<file path="src/rtl/branch_resolve_unit.sv">
// Branch resolve unit: registered CBZ/CBNZ/B.cond/B decision with an internal
// NZCV register, a one-cycle PCSrc/BranchValid pulse and a Flush window that
// blocks new requests after every taken branch.
// Optional macro BRANCH_STATS_EN adds a saturating taken-branch counter (TakenCount).
module branch_resolve_unit #(
  parameter int unsigned DATA_WIDTH   = 64,
  parameter int unsigned FLUSH_CYCLES = 2,
  parameter int unsigned STAT_WIDTH   = 16
) (
  input  logic                  CLOCK,
  input  logic                  RESET,
  input  logic                  InValid,
  input  logic                  Branch,
  input  logic                  UncondBranch,
  input  logic [1:0]            BrMode,
  input  logic [3:0]            Cond,
  input  logic [DATA_WIDTH-1:0] RegVal,
  input  logic                  SetFlags,
  input  logic [3:0]            AluFlags,
  output logic                  PCSrc,
  output logic                  BranchValid,
  output logic                  Flush,
  output logic                  Busy,
  output logic [3:0]            Flags
`ifdef BRANCH_STATS_EN
  ,
  output logic [STAT_WIDTH-1:0] TakenCount
`endif
);

  localparam logic [3:0] FlushLoad = 4'(FLUSH_CYCLES);

  logic [3:0] flags_q, flags_d;
  logic [3:0] flush_cnt_q, flush_cnt_d;
  logic       pcsrc_q, pcsrc_d;
  logic       valid_q, valid_d;
  logic       busy;
  logic       accept;
  logic       decide;
  logic       cond_hit;
  logic       taken;
  logic       n_f, z_f, c_f, v_f;

  assign busy   = (flush_cnt_q != 4'd0);
  assign accept = InValid & ~busy;
  assign decide = accept & (Branch | UncondBranch);
  assign {n_f, z_f, c_f, v_f} = flags_q;

  // Condition-code evaluation against the flags held before this edge
  always_comb begin
    cond_hit = 1'b1;
    case (Cond)
      4'b0000: cond_hit = z_f;
      4'b0001: cond_hit = ~z_f;
      4'b0010: cond_hit = c_f;
      4'b0011: cond_hit = ~c_f;
      4'b0100: cond_hit = n_f;
      4'b0101: cond_hit = ~n_f;
      4'b0110: cond_hit = v_f;
      4'b0111: cond_hit = ~v_f;
      4'b1000: cond_hit = c_f & ~z_f;
      4'b1001: cond_hit = ~(c_f & ~z_f);
      4'b1010: cond_hit = (n_f == v_f);
      4'b1011: cond_hit = (n_f != v_f);
      4'b1100: cond_hit = ~z_f & (n_f == v_f);
      4'b1101: cond_hit = ~(~z_f & (n_f == v_f));
      default: cond_hit = 1'b1;
    endcase
  end

  // Taken decision; UncondBranch dominates BrMode
  always_comb begin
    taken = 1'b0;
    if (UncondBranch) begin
      taken = 1'b1;
    end else if (Branch) begin
      case (BrMode)
        2'b00:   taken = (RegVal == '0);
        2'b01:   taken = (RegVal != '0);
        2'b10:   taken = cond_hit;
        default: taken = 1'b0;
      endcase
    end
  end

  // Next-state: flags, decision pulse and flush down-counter
  always_comb begin
    flags_d     = flags_q;
    valid_d     = decide;
    pcsrc_d     = decide & taken;
    flush_cnt_d = flush_cnt_q;
    if (accept && SetFlags) begin
      flags_d = AluFlags;
    end
    if (decide && taken) begin
      flush_cnt_d = FlushLoad;
    end else if (busy) begin
      flush_cnt_d = flush_cnt_q - 4'd1;
    end
  end

  // State registers with synchronous reset
  always_ff @(posedge CLOCK) begin
    if (RESET) begin
      flags_q     <= 4'b0000;
      flush_cnt_q <= 4'd0;
      pcsrc_q     <= 1'b0;
      valid_q     <= 1'b0;
    end else begin
      flags_q     <= flags_d;
      flush_cnt_q <= flush_cnt_d;
      pcsrc_q     <= pcsrc_d;
      valid_q     <= valid_d;
    end
  end

  assign PCSrc       = pcsrc_q;
  assign BranchValid = valid_q;
  assign Flush       = busy;
  assign Busy        = busy;
  assign Flags       = flags_q;

`ifdef BRANCH_STATS_EN
  logic [STAT_WIDTH-1:0] taken_cnt_q;

  // Saturating taken-branch counter, updated alongside the PCSrc register
  always_ff @(posedge CLOCK) begin
    if (RESET) begin
      taken_cnt_q <= '0;
    end else if (pcsrc_d && (taken_cnt_q != '1)) begin
      taken_cnt_q <= taken_cnt_q + 1'b1;
    end
  end

  assign TakenCount = taken_cnt_q;
`else
  // Keeps STAT_WIDTH referenced when statistics are compiled out
  logic [STAT_WIDTH-1:0] unused_stat;
  assign unused_stat = '0;
`endif

endmodule

</file>
<file path="config.mk">
export PLATFORM = sky130hd
export DESIGN_NAME = branch_resolve_unit
export DESIGN_NICKNAME = d
export VERILOG_FILES = /design/src/rtl/branch_resolve_unit.sv
export SDC_FILE = /design/constraint.sdc
export NUM_CORES = 1
export LEC_CHECK = 0
export CORE_MARGIN = 1.5
export CORE_UTILIZATION = 28
export CTS_CLUSTER_SIZE = 28
export DETAILED_ROUTE_END_ITERATION = 7
export PLACE_DENSITY = 0.86
export SLEW_MARGIN = 10
export SYNTH_ARGS = -nofsm -noshare
export SYNTH_HDL_FRONTEND = slang
export SYNTH_SLANG_ARGS = --single-unit
</file>
<file path="constraint.sdc">
create_clock -name CLOCK -period 4.7 [get_ports CLOCK]
set_input_delay 0.94 -clock CLOCK [delete_from_list [all_inputs] [get_ports CLOCK]]
set_output_delay 0.94 -clock CLOCK [all_outputs]
set_load 0.02 [all_outputs]
</file>
## After elaboration in Yosys (flattened, before gate mapping)

Cells that the tools add are included.

- $add $sub $neg: 1
- Equality and inequality tests: 17
- Multiplexer cells: 6
- Bitwise operators: 13
- Reductions and logical operators: 9

Operator list:

| cell | count |
|---|---|
| $logic_not 64->1 | 1 |
| $reduce_bool 64->1 | 1 |
| $eq 4x4->1 const B | 6 |
| $eq 4x3->1 const B | 4 |
| $pmux 1 s14 | 1 |
| $eq 4x2->1 const B | 2 |
| $not 1->1 | 7 |
| $and 1x1->1 | 5 |
| $eq 4x1->1 const B | 1 |
| $logic_not 4->1 | 1 |
| $mux 2 | 2 |
| $reduce_bool 4->1 | 1 |
| $sub 4x1->4 const B | 1 |
| $pmux 1 s3 | 1 |
| $eq 2x1->1 const B | 1 |
| $eq 2x2->1 const B | 1 |
| $logic_and 1x1->1 | 2 |
| $logic_not 2->1 | 1 |
| $mux 1 | 2 |
| $reduce_bool 2->1 | 1 |
| $reduce_or 2->1 | 1 |
| $eq 1x1->1 | 1 |
| $ne 1x1->1 | 1 |
| $or 1x1->1 | 1 |

- Bits in registers: 10
- Bits of input ports: 80
- Output and inout bits: 8

## Depth between registers and ports, before layout

Gate-level depths: netlist of run 1.

- Depth in word-level cells: 9
- Depth in mapped cells: 5
- Mapped depth without buffers: 5

## Least setup slack after synthesis of run 1

OpenSTA, ideal clock, no wires.

- Path type: input to register
- Start: input Cond[1]
- End: register pcsrc_q, in the netlist PCSrc
- Setup time: 120 ps
- Arrival: 2,115 ps
- Required time: 4,580 ps
- Path slack: 2,465 ps
- Cell stages on the path: 5
- Path buffers: 0
- Cell sequence: mux2_1 a221oi_1 o311ai_1 o211a_1 o31a_1

- Longest elaborated chain between the ends: 6

Ends and longest elaborated chain:

| item | RTL line | source |
|---|---|---|
| from (decl) | 16 | `input logic [3:0] Cond,` |
| $eq 4x4->1 (tied with other cells) | 52 | `case (Cond)` |
| $pmux 1 s14 * | 52 |  |
| $pmux 1 s3 * | 77 | `case (BrMode)` |
| $mux 1 * | 76 | `end else if (Branch) begin` |
| $mux 1 * | 74 | `if (UncondBranch) begin` |
| $and 1x1->1 * | 90 | `pcsrc_d = decide & taken;` |
| to (signal assigned) | 112 | `pcsrc_q <= pcsrc_d;` |
| to (decl) | 35 | `logic pcsrc_q, pcsrc_d;` |

Every way passes the cells marked *; elsewhere a longest branch is shown, timed or not.
A chain may end at the register's enable or synchronous reset.

## Worst setup path in the final report of run 1

- Start: register flush_cnt_q[0]
- End: output Flush

- Longest elaborated chain between the ends: 1

Ends and longest elaborated chain:

| item | RTL line | source |
|---|---|---|
| from (decl) | 34 | `logic [3:0] flush_cnt_q, flush_cnt_d;` |
| from (signal assigned) | 111 | `flush_cnt_q <= flush_cnt_d;` |
| $reduce_bool 4->1 | 44 | `assign busy = (flush_cnt_q != 4'd0);` |
| to (decl) | 22 | `output logic Flush,` |

No other way between the ends.

==> summary.txt, run 1 <==
Outcome
  • Status: complete, no violations

Place
  • HPWL Detailed: roughly 2700 um
  • Area after DPL: between 1500 and 2000 um2
  • Number of cells after detailed placement: between 200 and 250
  • IO buf count: between 80 and 90
  • Placer congestion estimate: around 0.76
  • Place WS: 1.780 ns

Global routing
  • Largest net degree at the start of global routing: 10
  • Gr ovfl total: 0
  • Tot GR Track Use: approximately a fifth
  • First-pass GRT wire length: 4215 um
  • Vias in the first global route: 972
  • Initial antenna violation count: 0

Detailed routing
  • DRC: 0
  • First-iteration detailed-routing DRC count: 9
  • 1st-pass router iterations: 4
  • Final ANT Viol Nets: 0
  • Wirelength per Cell: 14.92 um
  • DR vias: ~1100
  • WL final: ~3100 um
  • Via density: 5.229

STA
  • Crit share post-route: a little under three fifths
  • Slew Limit Fails: 0
  • RSZ-0062 raised after global routing: false
  • Clock Skews: roughly 0.0036 ns
  • Setup TNS: 0 ns
  • Final setup viols: 0
  • Worst-margin pin slew: between 0.4 and 0.5 ns
  • Min Clock Period, post-route: between 2 and 3 ns
  • WHS: around 0.52 ns
  • Fin. Hold Viols: 0
  • Worst Setup Slack, final: 2.017 ns
  • Achievable Freq: roughly 0.37 GHz
  • Worst-case headroom to the max-slew limit: a little over 70%

Clock network
  • CTS tree: done
  • Worst-skew pair later-pin latency: between 0.2 and 0.3 ns
  • Clock-pin slew on the worst setup and hold paths: roughly 0.070 ns
  • Post-CTS Hold Buffers: 0
  • Sink Count: 10
  • Cts bufs inserted: 3
  • Resized cells post-CTS: 0
  • Max Root-Sink Buffers: 2
  • Setup bufs post-CTS: 0
  • # H-tree levels: 1
  • Clock Tree Root: clkbuf_4

Worst setup path
  • Crit path launch type: flip-flop
  • Crit path required time: ~3.8 ns
  • Crit. End Element: output port
  • CP Class: flip-flop to output port
  • Critical Path AT: approximately 1.7 ns
  • Reg2Reg Depth: 5
  • Worst r2r src: Flags[2]
  • R2R Setup Slk: 2.88 ns
  • Crit path max fanout: 7
  • Worst R2R End: PCSrc

Logic synthesis
  • Yosys cell types: 35
  • YS warnings: 0
  • Number of flops mapped to enable cells by yosys: 0
  • Synthesized area: slightly above 700 um2
  • Mean post-synth cell area: around 8.3 um2
  • Post-synthesis register bit count: 10
  • Cells after synthesis: 86
  • Async S/R FF share, synth: 0%
  • Sequential area share after synthesis: between 20% and 30%
  • Main flop type after synthesis: dfxtp_1
  • Syn_nets: about 170

Pwr
  • Overall power: roughly 0.3 mW
  • Sw Ratio: between 20 and 30%
  • Leakage: between 0.6 and 0.7 nW
  • Clk pwr share: between 20% and 30%
  • Power Internal: between 0.2 and 0.25 mW
  • Sw power: 0.07610 mW
  • Logic gate share of total power: roughly two fifths
  • Peak supply drop: 0.1703 mV
  • Pwr Density: 177.7 nW/um2
  • Flop pwr share: about a third

Min path
  • Worst Hold Class: flip-flop to flip-flop
  • Worst hold path cell count: 1
  • Hold_sp: flush_cnt_q[3]
  • Worst hold endpoint: flush_cnt_q[3]

Finish
  • Commonest non-fill, non-tap cell in the layout: clkdlybuf4s50_1
  • Post-route cell area: 1649 um2
  • N_diodes: 0
  • Non-Filler Instances: 205
  • Syn-to-layout area delta: 130.4%
  • Net count, final: about 260
  • Final Util: between 60% and 70%
  • Most frequent cells in the layout: clkdlybuf4s50_1, nor4_1, dfxtp_1, nor2_1, inv_1
  • FILL cells: just under 200
  • Layout cells sized above 1: 4.571%

Die
  • Initial Util: approximately 29%
  • Full die area: 2868 um2
  • # IOs: between 80 and 90
  • Total core area: 2455 um2
  • Die H: 53.56 um
  • Row Count: 18
  • Die X: about 54 um

Job
  • Max-cap check violation count: 0
cell usage after synthesis (2+ instances only):
library cell	n	area share (%)
mux2i_1	4	5.6
nor4_1	16	14
nor3b_1	2	2.1
and3b_1	2	2.4
o211ai_1	2	2.1
nor2_1	7	3.7
nand2_1	3	1.6
a21oi_1	2	1.4
o31a_1	2	2.4
nand4_1	4	3.5
nor3_1	4	2.8
inv_1	5	2.6
dfxtp_1	10	28
a211oi_1	2	2.1
state kept, by name (all words and copies together), names as in the netlist:
register,flops
PCSrc,1
Flags,4
BranchValid,1
flush_cnt_q,4
per-layer routing:
layer,vias to the layer above,GRT usage (%),share of wire (%)
li1,528,-,-
met1,487,21.66,35
met2,50,39.51,54
met3,7,4.722,8.4
met4,0,6.838,1.8
met5,-,0,0
logic make-up (layout without fill, tap and decap cells):
family,after synthesis,after routing,synth area share (%)
and+or+nand+nor,45,45,38.11
AOI/OAI and AO/OA,17,17,20.11
buffers and inverters,7,96,4.196
muxes,5,5,7.168
DFF,10,10,27.97
xor gates and xnor gates,2,2,2.448
cell type report:
type                            count  area [um2]  share of cell area (%)
Multi-Input combinational cell     69       485.5                   29.44
Inverter                            5       18.77                   1.138
Timing Repair Buffer               87       870.8                   52.81
Clock buffer                        4       36.28                   2.200
Sequential cell                    10       200.2                   12.14
Tap cell                           30       37.54                   2.276
how the worst max path moves through the flow:
| stage | startpoint | to | slack, ns | depth (start not counted) |
|---|---|---|---|---|
| after floorplan | Cond[1] | PCSrc | 2.47 | 5 |
| after global placement | Cond[1] | PCSrc | 1.85 | 6 |
| after detailed placement | Cond[1] | PCSrc | 1.78 | 6 |
| after CTS | flush_cnt_q[0] | Flush | 2.00 | 3 |
| after global routing | flush_cnt_q[0] | Busy | 1.88 | 3 |
| final | flush_cnt_q[0] | Flush | 2.02 | 3 |
worst max-delay path, stage by stage, from the launching register on:
cell	delay, ns
dfxtp_1	0.37
nor4_2	0.43
inv_1	0.12
clkdlybuf4s50_1	0.56
power groups by stage:
| stage | combinational (mW) | sequential, mW | clock, mW |
|---|---|---|---|
| 2_1_floorplan | 0.0312 | 0.0990 | 0 |
| 3_3_place_gp | 0.115 | 0.0962 | 0 |
| 3_5_place_dp | 0.118 | 0.0965 | 0 |
| 4_1_cts | 0.119 | 0.0946 | 0.0808 |
| 5_1_grt | 0.126 | 0.0954 | 0.0855 |
| 6_report | 0.118 | 0.0946 | 0.0800 |
Note: power is estimated with default switching activity, not from simulation.
==> run 2: changes to the inputs <==
--- a/config.mk
+++ b/config.mk
@@ -6,10 +6,10 @@
 export NUM_CORES = 1
 export LEC_CHECK = 0
 export CORE_MARGIN = 1.5
-export CORE_UTILIZATION = 28
+export CORE_UTILIZATION = 23
 export CTS_CLUSTER_SIZE = 28
 export DETAILED_ROUTE_END_ITERATION = 7
-export PLACE_DENSITY = 0.86
+export PLACE_DENSITY = 0.75
 export SLEW_MARGIN = 10
 export SYNTH_ARGS = -nofsm -noshare
 export SYNTH_HDL_FRONTEND = slang
==> constraint.sdc (replaced) <==
create_clock -name CLOCK -period 2.35 [get_ports CLOCK]
set_input_delay 0.47 -clock CLOCK [delete_from_list [all_inputs] [get_ports CLOCK]]
set_output_delay 0.47 -clock CLOCK [all_outputs]
set_load 0.02 [all_outputs]
==> run 2 against run 1 <==
Compared with the run above:
- register-to-register slack worse by 2.4 ns
- sequential share of layout area is 0.091 points lower
- critical path depth stayed put
- wire length is 4.4% higher
- clock-buffer cell count is 1 lower
- power is 84% higher
- setup slack worse by 1.8 ns
- die area is 20% higher
- clock power is 39% higher
- largest power group unchanged
==> summary.txt, run 2 (same netlist as run 1, synthesis figures left out) <==
Pwr
  • Sw power: 0.1381 mW (+82%)
  • Peak supply drop: 0.2845 mV (+67%)
  • Leakage: 0.6246 nW (+1.2%)
  • Flop pwr share: 35.2% (+2.9 points)
  • Power Internal: 0.4019 mW (+85%)
  • Logic gate share of total power: 44.3% (+3.9 points)
  • Pwr Density: 325.0 nW/um2 (+83%)
  • Sw Ratio: 25.58% (-0.40 points)
  • Clk pwr share: 20.6% (-6.7 points)

STA
  • RSZ-0062 raised after global routing: false
  • WHS: 0.5331 ns (+0.01689 ns)
  • Slew Limit Fails: 0 (unchanged)
  • Final setup viols: 0 (unchanged)
  • Worst-margin pin slew: 0.4102 ns (-0.005949 ns)
  • Min Clock Period, post-route: approximately 2.2 ns
  • Clock Skews: 0.002609 ns (-0.0009835 ns)
  • Achievable Freq: approximately 0.46 GHz
  • Fin. Hold Viols: 0 (unchanged)
  • Crit share post-route: between 90% and 100%
  • Worst-case headroom to the max-slew limit: 72.35% (+0.40 points)

Clock network
  • Resized cells post-CTS: 0 (unchanged)
  • CTS tree: done
  • Clock-pin slew on the worst setup and hold paths: 0.06 ns (about the same)
  • Setup bufs post-CTS: 0 (unchanged)
  • Worst-skew pair later-pin latency: 0.26 ns (about the same)
  • Sink Count: 10 (unchanged)
  • Max Root-Sink Buffers: 2 (unchanged)
  • Clock Tree Root: clkbuf_4
  • # H-tree levels: 1 (unchanged)
  • Cts bufs inserted: 3 (unchanged)
  • Post-CTS Hold Buffers: 0 (unchanged)

Finish
  • N_diodes: 0 (unchanged)
  • Layout cells sized above 1: 5.650% (+1.1 points)
  • Net count, final: 259 (+1.2%)
  • Post-route cell area: 1662 um2 (+0.76%)
  • Most frequent cells in the layout: clkdlybuf4s50_1, nor4_1, dfxtp_1, nor2_1, inv_1
  • Commonest non-fill, non-tap cell in the layout: clkdlybuf4s50_1
  • Syn-to-layout area delta: 132.2%

Die
  • Initial Util: 23.83% (-5.3 points)
  • # IOs: 88 (unchanged)
  • Row Count: 20 (+2)
  • Die X: 58.78 um (+9.8%)
  • Full die area: 3455 um2 (+20%)
  • Total core area: 3003 um2 (+22%)
  • Die H: 58.78 um (+9.8%)

Detailed routing
  • 1st-pass router iterations: 4 (unchanged)
  • Via density: 5.124 (-2.0%)
  • First-iteration detailed-routing DRC count: 21 (+12)
  • Wirelength per Cell: 15.20 um (+1.9%)
  • Final ANT Viol Nets: 0 (unchanged)
  • DRC: 0 (unchanged)
  • DR vias: 1076 (+0.37%)
  • WL final: 3192 um (+4.4%)

Worst setup path
  • CP Class: flip-flop to output port
  • Critical Path AT: 1.70 ns (-0.04 ns)
  • Crit path required time: 1.88 ns (-1.88 ns)
  • Crit path launch type: flip-flop
  • Crit path max fanout: 7 (unchanged)
  • Crit. End Element: output port

Global routing
  • Gr ovfl total: 0 (unchanged)
  • Initial antenna violation count: 0 (unchanged)
  • First-pass GRT wire length: 4712 um (+12%)
  • Vias in the first global route: 1047 (+7.7%)
  • Tot GR Track Use: 18.17% (-2.4 points)
  • Largest net degree at the start of global routing: 10 (unchanged)

Outcome
  • Status: complete, no violations

Place
  • HPWL Detailed: 2790 um (+4.7%)
  • IO buf count: 87 (unchanged)
  • Area after DPL: 1639 um2 (+1.6%)
  • Placer congestion estimate: 0.7438 (-2.3%)

Job
  • Max-cap check violation count: 0 (unchanged)

Min path
  • Worst Hold Class: flip-flop to flip-flop
-- run 2: final timing paths --
kind                                     start              to  slack (ns)  cells past startpoint
worst max-delay path            flush_cnt_q[0]           Flush        0.18                      3
worst min-delay path            flush_cnt_q[3]  flush_cnt_q[3]        0.53                      1
worst max register to register        Flags[2]           PCSrc        0.52                      5
worst min register to register  flush_cnt_q[3]  flush_cnt_q[3]        0.53                      1
-- run 2: layout make-up --
| type | count | area, um2 |
|---|---|---|
| inverters | 5 | 18.77 |
| repair buffers | 90 | 893.4 |
| flip-flops and latches | 10 | 200.2 |
| well taps | 33 | 41.29 |
| fillers | 306 | 1341 |
| multi-input cells | 69 | 485.5 |
| clock buffers | 3 | 22.52 |
-- run 2: through the flow --
step                setup TNS (ns)  total power, mW  worst slack (ns)  std cells  util [%]
finish                           0           0.5401            0.1779        210     55.33
global route                     0           0.5769           0.02662        210     55.33
CTS                              0           0.5444            0.1693        210     55.33
detailed placement        -0.04388           0.4331          -0.02362        207     54.58
global placement                 0           0.4271           0.01779        207     54.58
floorplan                        0           0.2603            0.5853         86         -
-- run 2: metal layers --
layer	routed length (um)	global-route usage, %
met5	0	0
met4	61	5.519
met3	383	7.253
met2	1544	34.13
met1	1202	18.12
-- run 2: power by group through the flow --
stage | clock [mW] | combinational (mW) | sequential [mW]
floorplan | 0 | 0.0624 | 0.198
global placement | 0 | 0.234 | 0.193
detailed placement | 0 | 0.240 | 0.194
CTS | 0.114 | 0.240 | 0.190
global route | 0.129 | 0.256 | 0.192
finish | 0.111 | 0.239 | 0.190
-- run 2: worst max-delay path: stages (launching register included) --
cell	delay [ns]
dfxtp_1	0.37
nor4_2	0.43
inv_1	0.10
clkdlybuf4s50_1	0.55
